--- src/rtl/muldiv_pkg.sv ---
// muldiv_pkg: shared encodings for the EXE-stage iterative multiply/divide unit.
//   op_e       : operation select as presented on the unit's op port.
//   state_e    : sequencer states (IDLE -> CALC -> FIX -> IDLE).
//   MULDIV_ITER: CALC iterations per operation (one operand bit per cycle).
package muldiv_pkg;

  localparam int unsigned MULDIV_ITER = 32;

  typedef enum logic [1:0] {
    OP_MULT  = 2'd0,
    OP_MULTU = 2'd1,
    OP_DIV   = 2'd2,
    OP_DIVU  = 2'd3
  } op_e;

  typedef enum logic [1:0] {
    S_IDLE = 2'd0,
    S_CALC = 2'd1,
    S_FIX  = 2'd2
  } state_e;

  function automatic logic op_is_div(logic [1:0] o);
    return (o == OP_DIV) || (o == OP_DIVU);
  endfunction

  function automatic logic op_is_signed(logic [1:0] o);
    return (o == OP_MULT) || (o == OP_DIV);
  endfunction

endpackage

--- src/rtl/muldiv_signfix.sv ---
// muldiv_signfix: two's-complement conditional negation applied when an
// operation retires. The magnitude datapath works on |a| and |b|; this block
// restores the signs of the product, quotient and remainder.
//   prod/neg_prod -> prod_fix : 64-bit product, negated when neg_prod
//   quo/neg_quo   -> quo_fix  : quotient, negated when neg_quo
//   rem/neg_rem   -> rem_fix  : remainder, negated when neg_rem
module muldiv_signfix #(
  parameter int unsigned XLEN = 32
) (
  input  logic [2*XLEN-1:0] prod,
  input  logic              neg_prod,
  input  logic [XLEN-1:0]   quo,
  input  logic              neg_quo,
  input  logic [XLEN-1:0]   rem,
  input  logic              neg_rem,
  output logic [2*XLEN-1:0] prod_fix,
  output logic [XLEN-1:0]   quo_fix,
  output logic [XLEN-1:0]   rem_fix
);

  always_comb begin
    prod_fix = neg_prod ? ('0 - prod) : prod;
    quo_fix  = neg_quo  ? ('0 - quo)  : quo;
    rem_fix  = neg_rem  ? ('0 - rem)  : rem;
  end

endmodule

--- src/rtl/exe_muldiv.sv ---
// exe_muldiv: iterative 32-bit MULT/MULTU/DIV/DIVU unit with HI/LO registers.
// One operand bit is processed per CALC cycle (32 cycles), then FIX applies
// sign correction and writes HI/LO while pulsing done.
// Ports:
//   clock, reset      : rising-edge clock, synchronous active-high reset
//   start, op, a, b   : launch request (sampled in IDLE only) and operands
//   wr_hi, wr_lo      : MTHI/MTLO enables (IDLE only), data on wdata
//   sel_hi, rdata     : combinational HI/LO read port (no forwarding)
//   busy, done        : operation in flight / one-cycle retire pulse
// Configuration: define MULDIV_DIV_EN to build the divider. Without it,
// DIV/DIVU retire immediately (done one cycle later, HI/LO untouched).
module exe_muldiv
  import muldiv_pkg::*;
#(
  parameter int unsigned XLEN = 32
) (
  input  logic            clock,
  input  logic            reset,
  input  logic            start,
  input  logic [1:0]      op,
  input  logic [XLEN-1:0] a,
  input  logic [XLEN-1:0] b,
  input  logic            wr_hi,
  input  logic            wr_lo,
  input  logic [XLEN-1:0] wdata,
  input  logic            sel_hi,
  output logic [XLEN-1:0] rdata,
  output logic            busy,
  output logic            done
);

  state_e state_q, state_d;

  // Multiply: acc holds {partial product, unconsumed multiplier bits}.
  // Divide: acc[XLEN-1:0] shifts dividend bits out and quotient bits in.
  logic [2*XLEN-1:0] acc_q, acc_d;
  logic [XLEN-1:0]   mcand_q, mcand_d;  // |multiplicand| or |divisor|
  logic [XLEN-1:0]   hi_q, hi_d, lo_q, lo_d;
  logic [5:0]        cnt_q, cnt_d;
  logic              pneg_q, pneg_d;    // product / quotient negation
  logic              done_q, done_d;
  logic              skip_q, skip_d;    // divide request with no divider built

  logic              a_neg, b_neg;
  logic [XLEN-1:0]   a_mag, b_mag;
  logic [XLEN:0]     mul_sum;
  logic [2*XLEN-1:0] fix_prod;
  logic [XLEN-1:0]   fix_quo, fix_rem;

`ifdef MULDIV_DIV_EN
  logic              div_q, div_d;
  logic              rneg_q, rneg_d;    // remainder follows dividend sign
  logic              div0_q, div0_d;
  logic [XLEN-1:0]   rem_q, rem_d;
  logic [XLEN:0]     part_rem;          // 33-bit shifted partial remainder
  logic              rem_ge;
`endif

  assign a_neg = op_is_signed(op) & a[XLEN-1];
  assign b_neg = op_is_signed(op) & b[XLEN-1];
  assign a_mag = a_neg ? ('0 - a) : a;
  assign b_mag = b_neg ? ('0 - b) : b;

  assign mul_sum = {1'b0, acc_q[2*XLEN-1:XLEN]} + (acc_q[0] ? {1'b0, mcand_q} : '0);

`ifdef MULDIV_DIV_EN
  assign part_rem = {rem_q, acc_q[XLEN-1]};
  assign rem_ge   = part_rem >= {1'b0, mcand_q};
`endif

  muldiv_signfix #(
    .XLEN(XLEN)
  ) u_signfix (
    .prod     (acc_q),
    .neg_prod (pneg_q),
    .quo      (acc_q[XLEN-1:0]),
    .neg_quo  (pneg_q),
`ifdef MULDIV_DIV_EN
    .rem      (rem_q),
    .neg_rem  (rneg_q),
`else
    .rem      ('0),
    .neg_rem  (1'b0),
`endif
    .prod_fix (fix_prod),
    .quo_fix  (fix_quo),
    .rem_fix  (fix_rem)
  );

`ifndef MULDIV_DIV_EN
  logic unused_div;
  assign unused_div = ^{fix_quo, fix_rem};
`endif

  always_comb begin
    state_d = state_q;
    acc_d   = acc_q;
    mcand_d = mcand_q;
    hi_d    = hi_q;
    lo_d    = lo_q;
    cnt_d   = cnt_q;
    pneg_d  = pneg_q;
    skip_d  = 1'b0;
    done_d  = skip_q;
`ifdef MULDIV_DIV_EN
    div_d   = div_q;
    rneg_d  = rneg_q;
    div0_d  = div0_q;
    rem_d   = rem_q;
`endif

    unique case (state_q)
      S_IDLE: begin
        if (wr_hi) hi_d = wdata;
        if (wr_lo) lo_d = wdata;
        if (start) begin
`ifdef MULDIV_DIV_EN
          div_d  = op_is_div(op);
          rneg_d = a_neg;
          div0_d = (b == '0);
          rem_d  = '0;
          if (op_is_div(op)) begin
            acc_d   = {{XLEN{1'b0}}, a_mag};
            mcand_d = b_mag;
          end else begin
            acc_d   = {{XLEN{1'b0}}, b_mag};
            mcand_d = a_mag;
          end
          pneg_d  = a_neg ^ b_neg;
          cnt_d   = '0;
          state_d = S_CALC;
`else
          if (op_is_div(op)) begin
            skip_d = 1'b1;
          end else begin
            acc_d   = {{XLEN{1'b0}}, b_mag};
            mcand_d = a_mag;
            pneg_d  = a_neg ^ b_neg;
            cnt_d   = '0;
            state_d = S_CALC;
          end
`endif
        end
      end

      S_CALC: begin
`ifdef MULDIV_DIV_EN
        if (div_q) begin
          rem_d = rem_ge ? XLEN'(part_rem - {1'b0, mcand_q}) : part_rem[XLEN-1:0];
          acc_d = {acc_q[2*XLEN-1:XLEN], acc_q[XLEN-2:0], rem_ge};
        end else begin
          acc_d = {mul_sum, acc_q[XLEN-1:1]};
        end
`else
        acc_d = {mul_sum, acc_q[XLEN-1:1]};
`endif
        cnt_d = cnt_q + 6'd1;
        if (cnt_q == 6'(MULDIV_ITER - 1)) state_d = S_FIX;
      end

      S_FIX: begin
`ifdef MULDIV_DIV_EN
        if (div_q) begin
          hi_d = fix_rem;
          // Divide by zero: remainder already equals a; quotient forced to all ones.
          lo_d = div0_q ? '1 : fix_quo;
        end else begin
          hi_d = fix_prod[2*XLEN-1:XLEN];
          lo_d = fix_prod[XLEN-1:0];
        end
`else
        hi_d = fix_prod[2*XLEN-1:XLEN];
        lo_d = fix_prod[XLEN-1:0];
`endif
        done_d  = 1'b1;
        state_d = S_IDLE;
      end

      default: state_d = S_IDLE;
    endcase
  end

  always_ff @(posedge clock) begin
    if (reset) begin
      state_q <= S_IDLE;
      acc_q   <= '0;
      mcand_q <= '0;
      hi_q    <= '0;
      lo_q    <= '0;
      cnt_q   <= '0;
      pneg_q  <= 1'b0;
      done_q  <= 1'b0;
      skip_q  <= 1'b0;
`ifdef MULDIV_DIV_EN
      div_q   <= 1'b0;
      rneg_q  <= 1'b0;
      div0_q  <= 1'b0;
      rem_q   <= '0;
`endif
    end else begin
      state_q <= state_d;
      acc_q   <= acc_d;
      mcand_q <= mcand_d;
      hi_q    <= hi_d;
      lo_q    <= lo_d;
      cnt_q   <= cnt_d;
      pneg_q  <= pneg_d;
      done_q  <= done_d;
      skip_q  <= skip_d;
`ifdef MULDIV_DIV_EN
      div_q   <= div_d;
      rneg_q  <= rneg_d;
      div0_q  <= div0_d;
      rem_q   <= rem_d;
`endif
    end
  end

  assign rdata = sel_hi ? hi_q : lo_q;
  assign busy  = (state_q != S_IDLE);
  assign done  = done_q;

endmodule

--- config.mk ---
export PLATFORM = sky130hd
export DESIGN_NAME = exe_muldiv
export DESIGN_NICKNAME = d
export VERILOG_FILES = /design/src/rtl/muldiv_pkg.sv /design/src/rtl/muldiv_signfix.sv /design/src/rtl/exe_muldiv.sv
export SDC_FILE = /design/constraint.sdc
export NUM_CORES = 1
export LEC_CHECK = 0
export BUFFER_PORTS_ARGS = -buffer_cell sky130_fd_sc_hd__buf_2
export CELL_PAD_IN_SITES_DETAIL_PLACEMENT = 0
export CELL_PAD_IN_SITES_GLOBAL_PLACEMENT = 1
export CORE_AREA = 2 2 138 194
export CTS_BUF_LIST = sky130_fd_sc_hd__clkbuf_8
export CTS_CLUSTER_DIAMETER = 120
export DETAILED_ROUTE_END_ITERATION = 8
export DIE_AREA = 0 0 140 196
export HOLD_SLACK_MARGIN = 0.05
export PLACE_DENSITY_LB_ADDON = 0.1
export SETUP_SLACK_MARGIN = 0.5
export SYNTH_ARGS = -nofsm -noshare
export SYNTH_HDL_FRONTEND = slang
export SYNTH_SLANG_ARGS = --single-unit
export TNS_END_PERCENT = 100
--- constraint.sdc ---
create_clock -name clock -period 4.5 [get_ports clock]
set_input_delay 0.45 -clock clock [delete_from_list [all_inputs] [get_ports clock]]
set_output_delay 0.45 -clock clock [all_outputs]
set_load 0.01 [all_outputs]
==> results of run 1 <==
==> kinds of logic after synthesis <==
logic type | count (synthesis) | share of synthesized area
simple gates | 515 | 0.220
compound gates | 465 | 0.263
flops | 171 | 0.299
xor+xnor | 134 | 0.103
buf+inv | 117 | 0.0393
fa+ha+maj | 37 | 0.0411
mux | 35 | 0.0341
==> power groups by stage <==
stage	sequential [mW]	clock (mW)	combinational [mW]
after floorplan	1.68	0	0.540
after global placement	1.72	0	0.780
after detailed placement	1.72	0	0.786
after CTS	1.69	1.07	0.789
after global routing	1.70	1.13	0.868
final	1.69	1.05	0.789
==> area by class of cell <==
cell class,count,area share
tap,324,0.0320
timing repair buffer,154,0.0644
clock buffer,20,0.0217
inverter,20,0.00592
clock inverter,12,0.00730
multi-input combinational,1186,0.599
sequential,171,0.270
==> worst paths after layout <==
path | startpoint | to | cells after the start
setup / recovery | acc_q[0]$_SDFFE_PP0P_ | acc_q[58]$_SDFFE_PP0P_ | 10
hold / removal | a[0] | mcand_q[0]$_SDFFE_PP0P_ | 3
setup reg to reg | acc_q[0]$_SDFFE_PP0P_ | acc_q[58]$_SDFFE_PP0P_ | 10
hold reg to reg | skip_q$_SDFF_PP0_ | done$_SDFF_PP0_ | 2
==> cell usage after synthesis, drive strengths merged (6+ instances only) <==
cell type / count
a21oi: 128
or2: 7
a2111oi: 7
nor2: 187
nor2b: 11
a21o: 17
xnor2: 58
clkbuf: 88
nand2b: 14
and2: 36
a31oi: 11
nand3: 22
o41ai: 11
a22oi: 20
dfxtp: 171
nor4: 19
and3: 7
inv: 19
nand4: 9
nand2: 110
xor2: 76
mux2: 32
nor3b: 8
a221o: 6
a222oi: 8
o22ai: 16
or3: 25
nor3: 42
o31ai: 26
buf: 9
ha: 36
a211oi: 54
o21ai: 102
o211ai: 15
or4: 10
==> state kept, by name, indices dropped and copies added (netlist names) <==
register,flops
state_q,2
done,1
hi_q,32
mcand_q,32
skip_q,1
pneg_q,1
cnt_q,6
acc_q,64
lo_q,32
==> per-stage QoR <==
stage | power, mW | hold slack (ns)
finish | 3.53 | 0.228
global route | 3.70 | 0.202
CTS | 3.55 | 0.186
detailed placement | 2.51 | 0.431
global placement | 2.50 | 0.422
floorplan | 2.22 | 0.416
==> worst register-to-register path, cell delays in order (launching register included) <==
cell and delay (ns):
sky130_fd_sc_hd__dfxtp_1 0.73, sky130_fd_sc_hd__buf_4 0.31, sky130_fd_sc_hd__and2_1 0.15, sky130_fd_sc_hd__ha_1 0.31, sky130_fd_sc_hd__nand2_1 0.11, sky130_fd_sc_hd__or4_1 0.50
sky130_fd_sc_hd__o21ai_0 0.37, sky130_fd_sc_hd__nor3b_1 0.46, sky130_fd_sc_hd__a21boi_0 0.19, sky130_fd_sc_hd__xor2_1 0.16, sky130_fd_sc_hd__o21ai_0 0.13
==> per-layer routing <==
layer	up-vias	global-route usage	part of all wire
met4	0	0.0782	0.021
met3	43	0.0344	0.047
met2	317	0.473	0.50
li1	5535	-	-
met5	-	0	0
met1	5232	0.345	0.44
==> flow_results.xml, run 1 <==
<?xml version="1.0" encoding="UTF-8"?>
<metrics>
  <group name="clocking">
    <metric name="cts_repair_resize_count" unit="">0</metric>
    <metric name="ctsLongestPathBuffers" unit="">2</metric>
    <metric name="clk_transition_reported_paths" unit="ns">0.10</metric>
    <metric name="cts.hold.buffers_added" unit="">0</metric>
    <metric name="clock-sinks" unit="">171</metric>
    <metric name="number_of_setup_buffers_added_after_cts" unit="">0</metric>
    <metric name="worst_skew_pair.late_latency" unit="ns">0.50</metric>
    <metric name="clock_tree.htree_level_count" unit="">4</metric>
    <metric name="tritoncts_clock_tree" unit="">done</metric>
    <metric name="cts_buffers" unit="">17</metric>
    <metric name="clock_tree_root_buffer_cell" unit="">sky130_fd_sc_hd__clkbuf_8</metric>
  </group>
  <group name="cells_and_area">
    <metric name="layout.cells.most_common" unit="">sky130_fd_sc_hd__nor2_1</metric>
    <metric name="fillCellCount" unit="">2665</metric>
    <metric name="final_core_utilization" unit="">0.491</metric>
    <metric name="regArea" unit="µm²">3420</metric>
    <metric name="instances_no_fill" unit="">1887</metric>
    <metric name="layout-area-overhead-vs-synth" unit="%">10.9</metric>
    <metric name="total_area_of_multi_input_combinational_cells" unit="µm²">7590</metric>
    <metric name="post-route-cell-area" unit="µm²">12700</metric>
    <metric name="antennaDiodeCount" unit="">0</metric>
    <metric name="layout.cells.most_common_list" unit="">183 x sky130_fd_sc_hd__nor2_1, 170 x sky130_fd_sc_hd__dfxtp_1, 136 x sky130_fd_sc_hd__buf_2</metric>
    <metric name="final_layout_size_suffix_gt1_frac" unit="">0.158</metric>
    <metric name="finalNetCount" unit="">1691</metric>
  </group>
  <group name="power">
    <metric name="seq_power_share" unit="">0.478</metric>
    <metric name="p_comb_frac" unit="">0.224</metric>
    <metric name="vdd_drop_max" unit="V">0.000203</metric>
    <metric name="p_int" unit="mW">2.34</metric>
    <metric name="power.clock.fraction" unit="">0.298</metric>
    <metric name="power.net_switching" unit="mW">1.19</metric>
    <metric name="leakagePower" unit="nW">5.07</metric>
    <metric name="power.switching_fraction" unit="">0.337</metric>
    <metric name="power_density" unit="nW/µm²">278</metric>
  </group>
  <group name="placed_design">
    <metric name="final_weighted_congestion_in_routability_driven_placement" unit="">0.945</metric>
    <metric name="dpl.hpwl" unit="µm">28100</metric>
    <metric name="placement.setup.worst_slack" unit="ns">1.04</metric>
    <metric name="placed_area" unit="µm²">12300</metric>
    <metric name="numPlacedInstances" unit="">1855</metric>
    <metric name="io_buffers" unit="">137</metric>
  </group>
  <group name="synth">
    <metric name="post_synth_inst_count" unit="">1474</metric>
    <metric name="ys_dominant_reg_cell" unit="">sky130_fd_sc_hd__dfxtp_1</metric>
    <metric name="synth_edf_count" unit="">0</metric>
    <metric name="syn_area" unit="µm²">11400</metric>
    <metric name="synthesis.yosys.warnings" unit="">0</metric>
    <metric name="syn_nets" unit="">1615</metric>
    <metric name="yosys.area.top_type" unit="">sky130_fd_sc_hd__dfxtp_1</metric>
    <metric name="postSynthRegisterBits" unit="">171</metric>
    <metric name="ys_async_sr_fraction" unit="">0</metric>
    <metric name="synth_area_per_cell" unit="µm²">7.76</metric>
    <metric name="ys_seq_area_frac" unit="">0.299</metric>
    <metric name="synth_top_area_frac" unit="">0.299</metric>
    <metric name="ys_top_cells_by_area" unit="">sky130_fd_sc_hd__dfxtp_1 30%, sky130_fd_sc_hd__nor2_1 6.1%, sky130_fd_sc_hd__xor2_1 5.8%</metric>
    <metric name="yosys.cell_types.count" unit="">76</metric>
  </group>
  <group name="status">
    <metric name="violated_checks" unit="">design-rule violations</metric>
    <metric name="run_status" unit="">finished with violations</metric>
  </group>
  <group name="grt">
    <metric name="grt_pass1_vias" unit="">10500</metric>
    <metric name="wire_length_of_the_first_global_routing_pass" unit="µm">58500</metric>
    <metric name="all_layer_gr_usage" unit="">0.269</metric>
    <metric name="total_congestion_overflow_after_global_routing" unit="">0</metric>
    <metric name="grt_antenna_before_repair" unit="">0</metric>
    <metric name="pin_count_of_the_biggest_net_entering_global_routing" unit="">85</metric>
  </group>
  <group name="routing">
    <metric name="routed_wire_length_per_instance" unit="µm">19.8</metric>
    <metric name="drc_errors" unit="">11</metric>
    <metric name="ant_nets" unit="">0</metric>
    <metric name="avg_vias_per_cell" unit="">5.90</metric>
    <metric name="drt-initial-drc-count" unit="">861</metric>
    <metric name="drt-total-wl" unit="µm">37300</metric>
    <metric name="detailroute.via_count" unit="">11100</metric>
    <metric name="detail_route.first_pass.iterations" unit="">8</metric>
  </group>
  <group name="timing">
    <metric name="maximum_clock_skew_at_final_layout" unit="ns">0.0150</metric>
    <metric name="final-setup-viol-count" unit="">0</metric>
    <metric name="finalHoldViolations" unit="">0</metric>
    <metric name="least_margin_pin_slew" unit="ns">1.01</metric>
    <metric name="max_clock_freq" unit="MHz">287</metric>
    <metric name="unrepaired_setup_endpoints_after_global_routing" unit="">false</metric>
    <metric name="timing.final.crit_share" unit="">0.773</metric>
    <metric name="worst_slew_margin" unit="">0.321</metric>
    <metric name="timing.setup.tns" unit="ns">0</metric>
    <metric name="finalWorstPathRequiredPeriod" unit="ns">3.48</metric>
    <metric name="finalMaxSlewViolations" unit="">0</metric>
    <metric name="post-route-worst-setup-slack" unit="ns">1.02</metric>
  </group>
  <group name="worst_setup_path">
    <metric name="end_kind" unit="">register</metric>
    <metric name="worst_setup_path_start_kind" unit="">register</metric>
    <metric name="timing.critical_path.required" unit="ns">4.93</metric>
    <metric name="crit_path_cell_trace" unit="">buf_4 &gt; and2_1 &gt; ha_1 &gt; nand2_1 &gt; or4_1 &gt; o21ai_0 &gt; nor3b_1 &gt; a21boi_0 &gt; xor2_1 &gt; o21ai_0</metric>
    <metric name="critical_path_buf_inv_count" unit="">1</metric>
    <metric name="path_class" unit="">reg2reg</metric>
    <metric name="cp_common_cell" unit="">sky130_fd_sc_hd__o21ai_0</metric>
    <metric name="path_delay_family" unit="">simple AND/OR/NAND/NOR gates</metric>
    <metric name="critical_path.slowest_cell" unit="">sky130_fd_sc_hd__dfxtp_1</metric>
    <metric name="crit_fanout" unit="">21</metric>
    <metric name="critPathMaxStageDelay" unit="ns">0.73</metric>
    <metric name="r2r_slack" unit="ns">1.02</metric>
    <metric name="critical_path_arrival" unit="ns">3.91</metric>
  </group>
  <group name="floorplanning">
    <metric name="die_height" unit="µm">196</metric>
    <metric name="die_width" unit="µm">140</metric>
    <metric name="die-area" unit="µm²">27400</metric>
    <metric name="core_rows" unit="">70</metric>
    <metric name="start_util" unit="">0.443</metric>
    <metric name="floorplan.io_pins" unit="">138</metric>
    <metric name="core_area" unit="µm²">25800</metric>
  </group>
  <group name="min_path">
    <metric name="holdCritPathClass" unit="">in2reg</metric>
  </group>
  <group name="job">
    <metric name="maxCapViolations" unit="">0</metric>
  </group>
</metrics>
No activity file was read; power rests on OpenSTA's default activity.
==> run 2: changes to the inputs <==
Clock period 4.5 ns to 3.5 ns, I/O delays scaled along.
==> run 2 against run 1 <==
Net effect:
- the flow still finishes with violations (design-rule violations)
- clock skew fell by 0.0041 ns
- utilization is 1.7 points higher
- clock-buffer cell count increased by 2
- non-clock buffer count grew 25
- combinational power is 38% higher
- power increased by 38%
- cell count is 1.2% higher
- highest routed layer unchanged
==> flow_results.xml, run 2 (synthesis gave the netlist of run 1 again) <==
<?xml version="1.0" encoding="UTF-8"?>
<metrics>
  <group name="routing">
    <metric name="ant_nets" unit="">0</metric>
    <metric name="avg_vias_per_cell" unit="">5.90</metric>
    <metric name="drt-total-wl" unit="µm">38200</metric>
    <metric name="drt-initial-drc-count" unit="">874</metric>
    <metric name="drc_errors" unit="">11</metric>
    <metric name="detail_route.first_pass.iterations" unit="">8</metric>
    <metric name="routed_wire_length_per_instance" unit="µm">20.0</metric>
    <metric name="detailroute.via_count" unit="">11300</metric>
  </group>
  <group name="min_path">
    <metric name="holdCritPathClass" unit="">in2reg</metric>
    <metric name="hold_path.startpoint" unit="">a[0]</metric>
    <metric name="hold-path-cell-count" unit="">3</metric>
    <metric name="hold_end" unit="">mcand_q[0]$_SDFFE_PP0P_</metric>
  </group>
  <group name="timing">
    <metric name="max_clock_freq" unit="MHz">332</metric>
    <metric name="finalWorstPathRequiredPeriod" unit="ns">3.01</metric>
    <metric name="worst_slew_margin" unit="">0.314</metric>
    <metric name="timing.final.crit_share" unit="">0.860</metric>
    <metric name="final-setup-viol-count" unit="">0</metric>
    <metric name="finalMaxSlewViolations" unit="">0</metric>
    <metric name="timing.setup.tns" unit="ns">0</metric>
    <metric name="unrepaired_setup_endpoints_after_global_routing" unit="">true</metric>
    <metric name="maximum_clock_skew_at_final_layout" unit="ns">0.0108</metric>
    <metric name="least_margin_pin_slew" unit="ns">1.02</metric>
    <metric name="finalHoldViolations" unit="">0</metric>
  </group>
  <group name="grt">
    <metric name="wire_length_of_the_first_global_routing_pass" unit="µm">60100</metric>
    <metric name="grt_pass1_vias" unit="">10700</metric>
    <metric name="pin_count_of_the_biggest_net_entering_global_routing" unit="">130</metric>
    <metric name="all_layer_gr_usage" unit="">0.275</metric>
    <metric name="total_congestion_overflow_after_global_routing" unit="">0</metric>
    <metric name="grt_antenna_before_repair" unit="">0</metric>
  </group>
  <group name="cells_and_area">
    <metric name="biggest_register" unit="">acc_q</metric>
    <metric name="final_layout_size_suffix_gt1_frac" unit="">0.189</metric>
    <metric name="regArea" unit="µm²">3430</metric>
    <metric name="layout-area-overhead-vs-synth" unit="%">14.7</metric>
    <metric name="post-route-cell-area" unit="µm²">13100</metric>
    <metric name="finalNetCount" unit="">1716</metric>
    <metric name="antennaDiodeCount" unit="">0</metric>
    <metric name="number_of_flip_flops_in_the_largest_register" unit="">64</metric>
    <metric name="layout.cells.most_common_list" unit="">183 x sky130_fd_sc_hd__nor2_1, 165 x sky130_fd_sc_hd__dfxtp_1, 136 x sky130_fd_sc_hd__buf_2</metric>
    <metric name="layout.cells.most_common" unit="">sky130_fd_sc_hd__nor2_1</metric>
    <metric name="total_area_of_multi_input_combinational_cells" unit="µm²">7750</metric>
    <metric name="fillCellCount" unit="">2615</metric>
  </group>
  <group name="floorplanning">
    <metric name="core_rows" unit="">70</metric>
    <metric name="die_width" unit="µm">140</metric>
    <metric name="core_area" unit="µm²">25800</metric>
    <metric name="die_height" unit="µm">196</metric>
    <metric name="start_util" unit="">0.443</metric>
    <metric name="floorplan.io_pins" unit="">138</metric>
    <metric name="die-area" unit="µm²">27400</metric>
  </group>
  <group name="clocking">
    <metric name="worst_skew_pair.late_latency" unit="ns">0.49</metric>
    <metric name="clock-sinks" unit="">171</metric>
    <metric name="clk_transition_reported_paths" unit="ns">0.09</metric>
    <metric name="clock_tree_root_buffer_cell" unit="">sky130_fd_sc_hd__clkbuf_8</metric>
    <metric name="tritoncts_clock_tree" unit="">done</metric>
    <metric name="ctsLongestPathBuffers" unit="">2</metric>
    <metric name="clock_tree.htree_level_count" unit="">4</metric>
    <metric name="cts.hold.buffers_added" unit="">0</metric>
    <metric name="cts_buffers" unit="">17</metric>
  </group>
  <group name="power">
    <metric name="vdd_drop_max" unit="V">0.000265</metric>
    <metric name="leakagePower" unit="nW">5.27</metric>
    <metric name="power_density" unit="nW/µm²">371</metric>
  </group>
  <group name="status">
    <metric name="run_status" unit="">finished with violations</metric>
    <metric name="violated_checks" unit="">design-rule violations</metric>
  </group>
  <group name="worst_setup_path">
    <metric name="crit_fanout" unit="">6</metric>
    <metric name="worst_r2r_startpoint" unit="">acc_q[28]$_SDFFE_PP0P_</metric>
    <metric name="worst-r2r-cell-count" unit="">9</metric>
    <metric name="regToRegEndpoint" unit="">hi_q[19]$_SDFFE_PP0P_</metric>
    <metric name="timing.critical_path.required" unit="ns">3.89</metric>
    <metric name="end_kind" unit="">register</metric>
    <metric name="critical_path_arrival" unit="ns">3.41</metric>
    <metric name="r2r_slack" unit="ns">0.49</metric>
    <metric name="worst_setup_path_start_kind" unit="">register</metric>
    <metric name="path_class" unit="">reg2reg</metric>
  </group>
  <group name="placed_design">
    <metric name="io_buffers" unit="">137</metric>
    <metric name="placed_area" unit="µm²">12500</metric>
    <metric name="dpl.hpwl" unit="µm">28800</metric>
    <metric name="final_weighted_congestion_in_routability_driven_placement" unit="">0.975</metric>
  </group>
  <group name="job">
    <metric name="maxCapViolations" unit="">0</metric>
  </group>
</metrics>
## run 2: cell count changes in the layout (fill, tap and decap cells not counted), sizes merged
cell,previous run,this run
buf,154,179
clkinv,8,3
clkinvlp,4,1
inv,20,19
bufinv,0,4
clkbuf,20,22
## run 2: cell type report
cell class | instances | share of cell area
multi-input combinational | 1186 | 0.591
sequential | 171 | 0.261
inverter | 20 | 0.00572
tap | 324 | 0.0309
clock inverter | 7 | 0.0105
clock buffer | 22 | 0.0231
timing repair buffer | 179 | 0.0777
## run 2: per-stage QoR
stage / util / hold WS (ns) / power, mW / cells / setup slack [ns]
2_1_floorplan: - / 0.416 / 2.86 / 1474 / 0.549
3_3_place_gp: 0.484 / 0.430 / 3.24 / 1878 / 0.342
3_5_place_dp: 0.484 / 0.436 / 3.25 / 1878 / 0.292
4_1_cts: 0.502 / 0.116 / 4.84 / 1907 / 0.499
5_1_grt: 0.508 / 0.131 / 5.07 / 1909 / 0.397
6_report: 0.508 / 0.135 / 4.87 / 1909 / 0.488
## run 2: critical path: stages (launching register included)
cell and delay [ns]:
sky130_fd_sc_hd__dfxtp_2 0.37, sky130_fd_sc_hd__or4_4 0.59, sky130_fd_sc_hd__or3_4 0.43, sky130_fd_sc_hd__nor4_4 0.36, sky130_fd_sc_hd__buf_4 0.21, sky130_fd_sc_hd__nand2_2 0.05
sky130_fd_sc_hd__o31a_1 0.27, sky130_fd_sc_hd__xor2_2 0.21, sky130_fd_sc_hd__nor2_1 0.09, sky130_fd_sc_hd__a2111oi_2 0.34
## run 2: power breakdown
group	total, mW	internal (mW)	switching (mW)
logic	1.09	0.438	0.647
clock network	1.62	0.859	0.756
registers	2.17	2.06	0.109
## run 2: worst max-delay path by stage
stage,startpoint,slack [ns],depth (start not counted),end
floorplan,acc_q[0]$_SDFFE_PP0P_,0.55,14,hi_q[16]$_SDFFE_PP0P_
global placement,acc_q[0]$_SDFFE_PP0P_,0.34,9,hi_q[5]$_SDFFE_PP0P_
detailed placement,acc_q[0]$_SDFFE_PP0P_,0.29,9,hi_q[5]$_SDFFE_PP0P_
CTS,acc_q[0]$_SDFFE_PP0P_,0.50,11,hi_q[16]$_SDFFE_PP0P_
global route,acc_q[28]$_SDFFE_PP0P_,0.40,9,hi_q[19]$_SDFFE_PP0P_
finish,acc_q[28]$_SDFFE_PP0P_,0.49,9,hi_q[19]$_SDFFE_PP0P_
## run 2: repair_timing
| action | CTS | global route |
|---|---|---|
| setup buffers | 0 | 2 |
| pin swaps | 1 | 8 |
| setup endpoints to repair | 24 | 37 |
| resized for setup | 5 | 38 |
## run 2: per-layer routing
metal	vias up	GRT usage	routed length, µm
li1	5580	-	-
met1	5347	0.352	16700
met2	290	0.488	19300
met3	52	0.0305	1390
met4	0	0.0808	857
met5	-	0	0
